<file path="config.mk">
export PLATFORM = sky130hd
export DESIGN_NAME = fifo_write_arbiter
export DESIGN_NICKNAME = d
export VERILOG_FILES = /design/src/rtl/fifo_write_arbiter.sv
export SDC_FILE = /design/constraint.sdc
export NUM_CORES = 1
export LEC_CHECK = 0
export ABC_CLOCK_PERIOD_IN_PS = 1750
export BUFFER_PORTS_ARGS = -buffer_cell sky130_fd_sc_hd__clkbuf_2
export CELL_PAD_IN_SITES_DETAIL_PLACEMENT = 2
export CELL_PAD_IN_SITES_GLOBAL_PLACEMENT = 2
export CORE_MARGIN = 2
export CORE_UTILIZATION = 22
export DETAILED_ROUTE_END_ITERATION = 8
export PLACE_DENSITY = 0.89
export SYNTH_ARGS = -nofsm -noshare
export SYNTH_HDL_FRONTEND = slang
export SYNTH_SLANG_ARGS = --single-unit
</file>
<file path="constraint.sdc">
create_clock -name wclk -period 1.75 [get_ports wclk]
set_input_delay 0.175 -clock wclk [delete_from_list [all_inputs] [get_ports wclk]]
set_output_delay 0.175 -clock wclk [all_outputs]
set_load 0.02 [all_outputs]
</file>
<file path="src/rtl/fifo_write_arbiter.sv">
// Round-robin arbiter sharing the async FIFO write port among NREQ requesters.
// A grant is held for a burst of up to MAXBURST words and writes stall while the FIFO is full.
module fifo_write_arbiter #(
   parameter  int NREQ      = 4,
   parameter  int DATAWIDTH = 8,
   parameter  int MAXBURST  = 4,
   localparam int IDW       = $clog2(NREQ)
) (
   input  logic                      wclk,
   input  logic                      wrst_n,
   input  logic [NREQ-1:0]           req,
   input  logic [NREQ*DATAWIDTH-1:0] req_data,
   output logic [NREQ-1:0]           ack,
   input  logic                      full,
   output logic                      w_en,
   output logic [DATAWIDTH-1:0]      wdata,
   output logic [IDW-1:0]            owner,
   output logic                      busy
);

   localparam int CW = $clog2(MAXBURST + 1);

   typedef enum logic {IDLE, BURST} state_t;

   state_t               state, state_nxt;
   logic [IDW-1:0]       owner_nxt, last, last_nxt, pick;
   logic [CW-1:0]        cnt, cnt_nxt;
   logic                 req_sel, found;
   logic [DATAWIDTH-1:0] data_sel;
   int                   idx;

   // Explicit compare-mux keeps the owner lookup in range even when NREQ is not a power of two.
   always_comb begin
      // NOTE: every always_comb output gets a default first so no path can infer a latch.
      req_sel  = 1'b0;
      data_sel = '0;
      for (int i = 0; i < NREQ; i++) begin
         if (owner == IDW'(i)) begin
            req_sel  = req[i];
            data_sel = req_data[i*DATAWIDTH +: DATAWIDTH];
         end
      end
   end

   // First requester after the last owner, wrapping modulo NREQ.
   always_comb begin
      found = 1'b0;
      pick  = '0;
      idx   = 0;
      for (int k = 1; k <= NREQ; k++) begin
         idx = int'(last) + k;
         if (idx >= NREQ) idx = idx - NREQ;
         for (int j = 0; j < NREQ; j++) begin
            if (!found && req[j] && (idx == j)) begin
               found = 1'b1;
               pick  = IDW'(j);
            end
         end
      end
   end

   assign busy  = (state == BURST);
   assign w_en  = busy & req_sel & ~full;
   assign wdata = busy ? data_sel : '0;

   always_comb begin
      ack = '0;
      for (int i = 0; i < NREQ; i++) begin
         ack[i] = w_en && (owner == IDW'(i));
      end
   end

   always_comb begin
      state_nxt = state;
      owner_nxt = owner;
      last_nxt  = last;
      cnt_nxt   = cnt;
      case (state)
         IDLE: begin
            if (found) begin
               owner_nxt = pick;
               cnt_nxt   = '0;
               state_nxt = BURST;
            end
         end
         BURST: begin
            if (!req_sel) begin
               state_nxt = IDLE;
               last_nxt  = owner;
               cnt_nxt   = '0;
            end else if (w_en) begin
               if (cnt == CW'(MAXBURST - 1)) begin
                  state_nxt = IDLE;
                  last_nxt  = owner;
                  cnt_nxt   = '0;
               end else begin
                  cnt_nxt = cnt + CW'(1);
               end
            end
         end
         default: state_nxt = IDLE;
      endcase
   end

   always_ff @(posedge wclk or negedge wrst_n) begin
      if (!wrst_n) begin
         state <= IDLE;
         owner <= '0;
         last  <= IDW'(NREQ - 1);
         cnt   <= '0;
      end else begin
         // NOTE: non-blocking assignments so every register samples pre-edge values.
         state <= state_nxt;
         owner <= owner_nxt;
         last  <= last_nxt;
         cnt   <= cnt_nxt;
      end
   end

endmodule

</file>
==> results of run 1 <==
-- layout make-up --
class	instances	area share, %
repair buffers	65	35.0
well taps	46	4.19
multi-input cells	61	43.4
flip-flops and latches	8	14.9
inverters	3	0.820
clock buffers	3	1.64
-- Yosys cell counts, drive strengths merged, types with 2 or more instances --
library cell and count:
mux2i 2, mux2 2, a22o 2, nand2b 4, a31oi 2, a21oi 3, o21ai 3, dfstp 2
inv 3, nor2 8, and2 8, nand2 4, buf 3, mux4 8, dfrtp 6
-- sequential cells by signal, indices dropped and copies added (netlist names) --
register  cells
cnt           3
owner         2
last          2
busy          1
-- per-stage QoR --
| step | cell area [sq um] | setup TNS (ns) | util, % |
|---|---|---|---|
| final | 1370 | -0.213 | 40.2 |
| after global routing | 1370 | -0.778 | 40.2 |
| after CTS | 1360 | -0.578 | 39.7 |
| after detailed placement | 1140 | 0 | 33.3 |
| after global placement | 1140 | 0 | 33.3 |
| after floorplan | 805 | 0 | - |
-- how the worst min path moves through the flow --
| stage | start | to | slack, ns | depth (start not counted) |
|---|---|---|---|---|
| after detailed placement | wrst_n | owner[1]$_DFFE_PN0P_ | 0.05 | 1 |
| after floorplan | wrst_n | busy$_DFF_PN0_ | -0.12 | 0 |
| after global routing | req[0] | owner[0]$_DFFE_PN0P_ | 0.31 | 3 |
| final | req[0] | owner[0]$_DFFE_PN0P_ | 0.29 | 3 |
| after global placement | wrst_n | cnt[1]$_DFFE_PN0P_ | 0.03 | 1 |
| after CTS | req[0] | owner[0]$_DFFE_PN0P_ | 0.28 | 3 |
-- cell families after synthesis --
group | after synthesis
simple gates | 33
compound gates | 15
mux | 12
flops | 8
buf+inv | 7
fa+ha+maj | 1
-- power groups by stage --
stage / Combinational [uW] / Clock, uW / Sequential, uW
after global routing: 1970 / 162 / 437
after detailed placement: 1300 / 0 / 408
after global placement: 1240 / 0 / 393
final: 1840 / 148 / 418
after CTS: 1760 / 155 / 425
after floorplan: 921 / 0 / 384
-- worst max-delay path: cells and delay by family, from the launching register on --
kind                   cells  cell delay (ns)
and+or+nand+nor            2             0.44
DFF                        1             0.44
muxes                      1             0.19
buffers and inverters      2             0.32
-- timing repair --
action	in CTS	in global routing
hold buffers	1	0
hold endpoints to repair	6	0
cloned	1	0
setup buffers	5	1
setup endpoints to repair	12	13
resized for setup	36	13
pin swaps	10	1
-- per-layer routing --
layer | wire (microns) | GRT usage, % | vias up | part of all wire (%)
li1 | - | - | 417 | -
met1 | 1340 | 18.3 | 445 | 39
met2 | 1860 | 36.5 | 47 | 54
met3 | 227 | 3.47 | 2 | 6.6
met4 | 17 | 3.19 | 0 | 0.49
met5 | 0 | 0 | - | 0
==> qor.yml, run 1 <==
synth-compound-area-share_pct: 13.2
endpoint: "ack[3]"
die_h_microns: 64.5
grt_pass1_wl_microns: 5600
antenna_found_initial: 0
numClockSinks: 8
setup_viol: 7
r2r_cells: 6
synth_cells: 76
status: "finished, violations left"
synthXorXnorAreaFrac_pct: 0
yosysTopAreaCell: "mux4_2"
htreeDepth: 1
post-route-period-util_pct: 104
pre_cts_ws_ns: 0.144
hpwl_microns: 2470
vias_per_cell: 4.90
synthArstFlopShare_pct: 100
grt_overflow_total: 0
grt_start_max_net_pins: 13
post_drt_wl_per_cell_microns: 18.5
finClkSkew_ns: 0.00602
final_common_cell: "clkbuf_2"
worstPathCellList: "buf_12 > mux2i_4 > or2_4 > nor3b_2 > buf_4"
switchingPower_uw: 968
crit_type: "flip-flop to output pin"
crit_fanout: 6
r2r_start: "owner[0]$_DFFE_PN0P_"
synthToLayoutAreaGrowth_pct: 70.8
cp.required_ns: 1.57
synth_top_area_share_pct: 19.6
finalCriticalPeriod_ns: 1.82
violations: "negative setup slack"
vias: 911
synth_fa_ha_area_share_pct: 1.56
ir_drop_v: 0.000552
fin_hold_ws_ns: 0.287
yosys-top-cells-area: "mux4_2 20%, dfrtp_1 19%, dfstp_2 6.5%"
fmax_mhz: 549
clkLatencyLatePin_ns: 0.26
maxSlewHeadroom_pct: 74.6
synth_seq_cells: 8
synth_edf_count: 0
power_frac_comb_pct: 76.5
final_cell_mix: "42 x clkbuf_2, 10 x buf_4, 9 x buf_8"
worst_path_largest_cell_delay_ns: 0.44
clk_pin_slew_ns: 0.05
syn_area_sq_um: 805
cts-root-buf: "clkbuf_4"
swShare_pct: 40.2
synth_top_family_by_area: "multiplexers"
powerDensity_mw_per_mm2: 1750
io_buffers: 54
max-cap-violations: 0
grt_pass1_vias: 1087
regToRegEndpoint: "cnt[0]$_DFFE_PN0P_"
nFillCells: 363
post-route-drc-count: 0
synth_cell_types: 34
die_area_sq_mm: 0.00416
io_pins: 55
worst_pin_slew_ns: 0.372
layoutNonFillerInstCount: 186
row_count: 21
cp-end-kind: "output pin"
cts_tree: "yes"
drive_gt1_share_pct: 68.6
ys.flop_type: "dfrtp_1"
synthMuxAreaShare_pct: 31.1
syn_nets: 116
dpl.cell_count: 175
antennaDiodeCount: 0
dr.pass1.iters: 3
ant_nets: 0
synthSimpleGateAreaFrac_pct: 23.6
gp_congestion: 0.753
rsz0062_at_grt: "true"
start_util_pct: 23.6
p_clk_share_pct: 6.2
startpoint: "owner[0]$_DFFE_PN0P_"
slew_viol_final: 0
multi_input_area_sq_um: 597
cpMaxStageDelayCell: "dfrtp_2"
numCtsBuffers: 3
nets: 182
ys_warn_count: 0
crit_arrival_ns: 1.65
total_power_uw: 2410
leakage_uw: 0.000662
r2r_setup_slack_ns: 0.10
fin_ws_ns: -0.0718
core_area_sq_mm: 0.00342
startpoint_type: "flip-flop"
cts_max_path_buffers: 2
syn_avg_cell_area_sq_um: 10.6
fp.dieW_microns: 64.5
regArea_sq_um: 205
hp-class: "input pin to flip-flop"
p_seq_share_pct: 17.3
drt_wl_total_microns: 3440
hold_viol_final: 0
seq_area_frac_synth_pct: 25.2
grtUsageTotal_pct: 17.7
drt-initial-drc-count: 12
intPower_uw: 1440
Power figures use the tool's default switching activity.
==> run 2: changes to the inputs <==
--- a/config.mk
+++ b/config.mk
@@ -9,9 +9,10 @@
 export BUFFER_PORTS_ARGS = -buffer_cell sky130_fd_sc_hd__clkbuf_2
 export CELL_PAD_IN_SITES_DETAIL_PLACEMENT = 2
 export CELL_PAD_IN_SITES_GLOBAL_PLACEMENT = 2
-export CORE_MARGIN = 2
+export CORE_MARGIN = 3
 export CORE_UTILIZATION = 22
 export DETAILED_ROUTE_END_ITERATION = 8
+export MAX_ROUTING_LAYER = met4
 export PLACE_DENSITY = 0.89
 export SYNTH_ARGS = -nofsm -noshare
 export SYNTH_HDL_FRONTEND = slang
==> run 2 against run 1 <==
  * The run still ends with negative setup slack left
  * Flip-flop and latch count did not move
  * Sequential power fell by 9.6%
  * Worst setup slack better by 0.048 ns
  * Die area rose by 6.3%
  * Critical endpoint is now wdata[1]
  * Cell count increased by 0.54%
  * Global-route usage decreased by 1.4 points
  * Largest cell class unchanged
  * Clock power hardly changed
==> qor.yml, run 2 (synthesized netlist as in run 1, its figures left out) <==
status: "finished, violations left"
violations: "negative setup slack"
hpwl_microns: 2760  # +12%
grt_start_max_net_pins: 11  # -2
hold_viol_final: 0  # unchanged
max-cap-violations: 0  # unchanged
drive_gt1_share_pct: 66.0  # -2.6 points
synthToLayoutAreaGrowth_pct: 65.9
crit_type: "flip-flop to output pin"
cts_tree: "yes"
largest_reg_flops: 3  # unchanged
maxSlewHeadroom_pct: 69.3  # -5.2 points
antenna_found_initial: 0  # unchanged
vias_per_cell: 4.80  # -2.0%
clkLatencyLatePin_ns: 0.25  # about the same
fin_ws_ns: -0.0236  # +0.0483 ns
row_count: 21  # unchanged
ant_nets: 0  # unchanged
drt_wl_total_microns: 3400  # -1.1%
core_area_sq_mm: 0.00342  # unchanged
grt_pass1_vias: 1069  # -1.7%
grt_pass1_wl_microns: 5370  # -4.1%
post-route-period-util_pct: 101  # -2.8 points
cpMaxStageDelayCell: "mux4_2"
dr.pass1.iters: 4  # +1
fp.dieW_microns: 66.5  # +3.1%
grt_overflow_total: 0  # unchanged
largest_registers: "cnt x3, last x2, owner x2"
leakage_uw: 0.000649  # -2.0%
die_h_microns: 66.5  # +3.1%
start_util_pct: 23.6  # unchanged
post-route-drc-count: 0  # unchanged
finClkSkew_ns: 0.0197  # +0.0137 ns
cts_max_path_buffers: 2  # unchanged
drt-initial-drc-count: 28  # +16
worstPathCellList: "buf_6 > mux4_2 > and2_4 > buf_8"
slew_viol_final: 0  # unchanged
cts-root-buf: "clkbuf_4"
total_power_uw: 2320  # -3.5%
final_cell_mix: "43 x clkbuf_2, 9 x buf_4"
cp.required_ns: 1.57  # about the same
nets: 182  # unchanged
htreeDepth: 1  # unchanged
cp-end-kind: "output pin"
post_drt_wl_per_cell_microns: 18.2  # -1.6%
hp-class: "input pin to async pin"
numCtsBuffers: 3  # unchanged
worst_path_largest_cell_delay_ns: 0.51  # +0.07 ns
antennaDiodeCount: 0  # unchanged
grtUsageTotal_pct: 16.3  # -1.4 points
powerDensity_mw_per_mm2: 1740  # -0.69%
rsz0062_at_grt: "true"
io_buffers: 54  # unchanged
vias: 898  # -1.4%
setup_viol: 7  # unchanged
crit_arrival_ns: 1.60  # -0.05 ns
clk_pin_slew_ns: 0.07  # +0.02 ns
io_pins: 55  # unchanged
final_common_cell: "clkbuf_2"
startpoint_type: "flip-flop"
crit_fanout: 6  # unchanged
finalCriticalPeriod_ns: 1.77  # -0.0483 ns
gp_congestion: 0.804  # +6.8%
regMostFlops: "cnt"
worst_pin_slew_ns: 0.449  # +0.0767 ns
die_area_sq_mm: 0.00442  # +6.3%
utilization_pct: 39.1  # -1.1 points
fmax_mhz: 564  # +2.7%
numClockSinks: 8  # unchanged
ir_drop_v: 0.000474  # -14%
[run 2: final cells by class]
type	count	area (sq um)
Tap cell	46	57.6
Multi-Input combinational cell	61	586
Timing Repair Buffer	65	452
Inverter	3	11.3
Sequential cell	8	203
Clock buffer	4	26.3
Fill cell	378	2080
[run 2: worst paths after layout]
path	from	cells past startpoint	endpoint	slack (ns)
max	owner[0]$_DFFE_PN0P_	4	wdata[1]	-0.02
min	wrst_n	2	busy$_DFF_PN0_	0.29
max reg2reg	owner[0]$_DFFE_PN0P_	6	cnt[0]$_DFFE_PN0P_	0.13
min reg2reg	cnt[1]$_DFFE_PN0P_	1	cnt[1]$_DFFE_PN0P_	0.53
max in group asynchronous	wrst_n	2	last[1]$_DFFE_PN1P_	1.19
min in group wclk	req[0]	3	owner[0]$_DFFE_PN0P_	0.33
[run 2: where the power goes]
group / switching (uW) / total, uW / internal, uW
clock: 60.8 / 148 / 86.9
combinational: 784 / 1800 / 1010
sequential: 102 / 378 / 276
total: 947 / 2320 / 1380
[run 2: critical path, delay by kind of cell, from the launching register on]
family        cells  cell delay, ns
simple gates      1            0.16
buf+inv           2            0.29
mux               1            0.51
flops             1            0.40
[run 2: timing repair]
action,4_1_cts,5_1_grt
buffers inserted,3,1
endpoints found under the setup margin,11,11
gates resized for setup,31,13
hold buffers,1,0
endpoints found under the hold margin,6,0
pin swaps,10,1
gates cloned,1,0
[run 2: layer usage]
metal	track usage [%]	part of all wire, %
met1	16.1	39
met2	33.0	54
met3	3.20	7.2
met4	2.28	0
met5	-	0
[run 2: per-stage QoR]
stage / hold slack (ns) / area, sq um / TNS, ns / setup WS, ns / cells
after floorplan: -0.121 / 805 / 0 / 0.0261 / 76
after global placement: 0.0312 / 1140 / 0 / 0.213 / 177
after detailed placement: 0.0374 / 1140 / 0 / 0.142 / 177
after CTS: 0.297 / 1310 / -0.278 / -0.0445 / 186
after global routing: 0.319 / 1340 / -0.753 / -0.0919 / 187
final: 0.292 / 1340 / -0.0757 / -0.0236 / 187
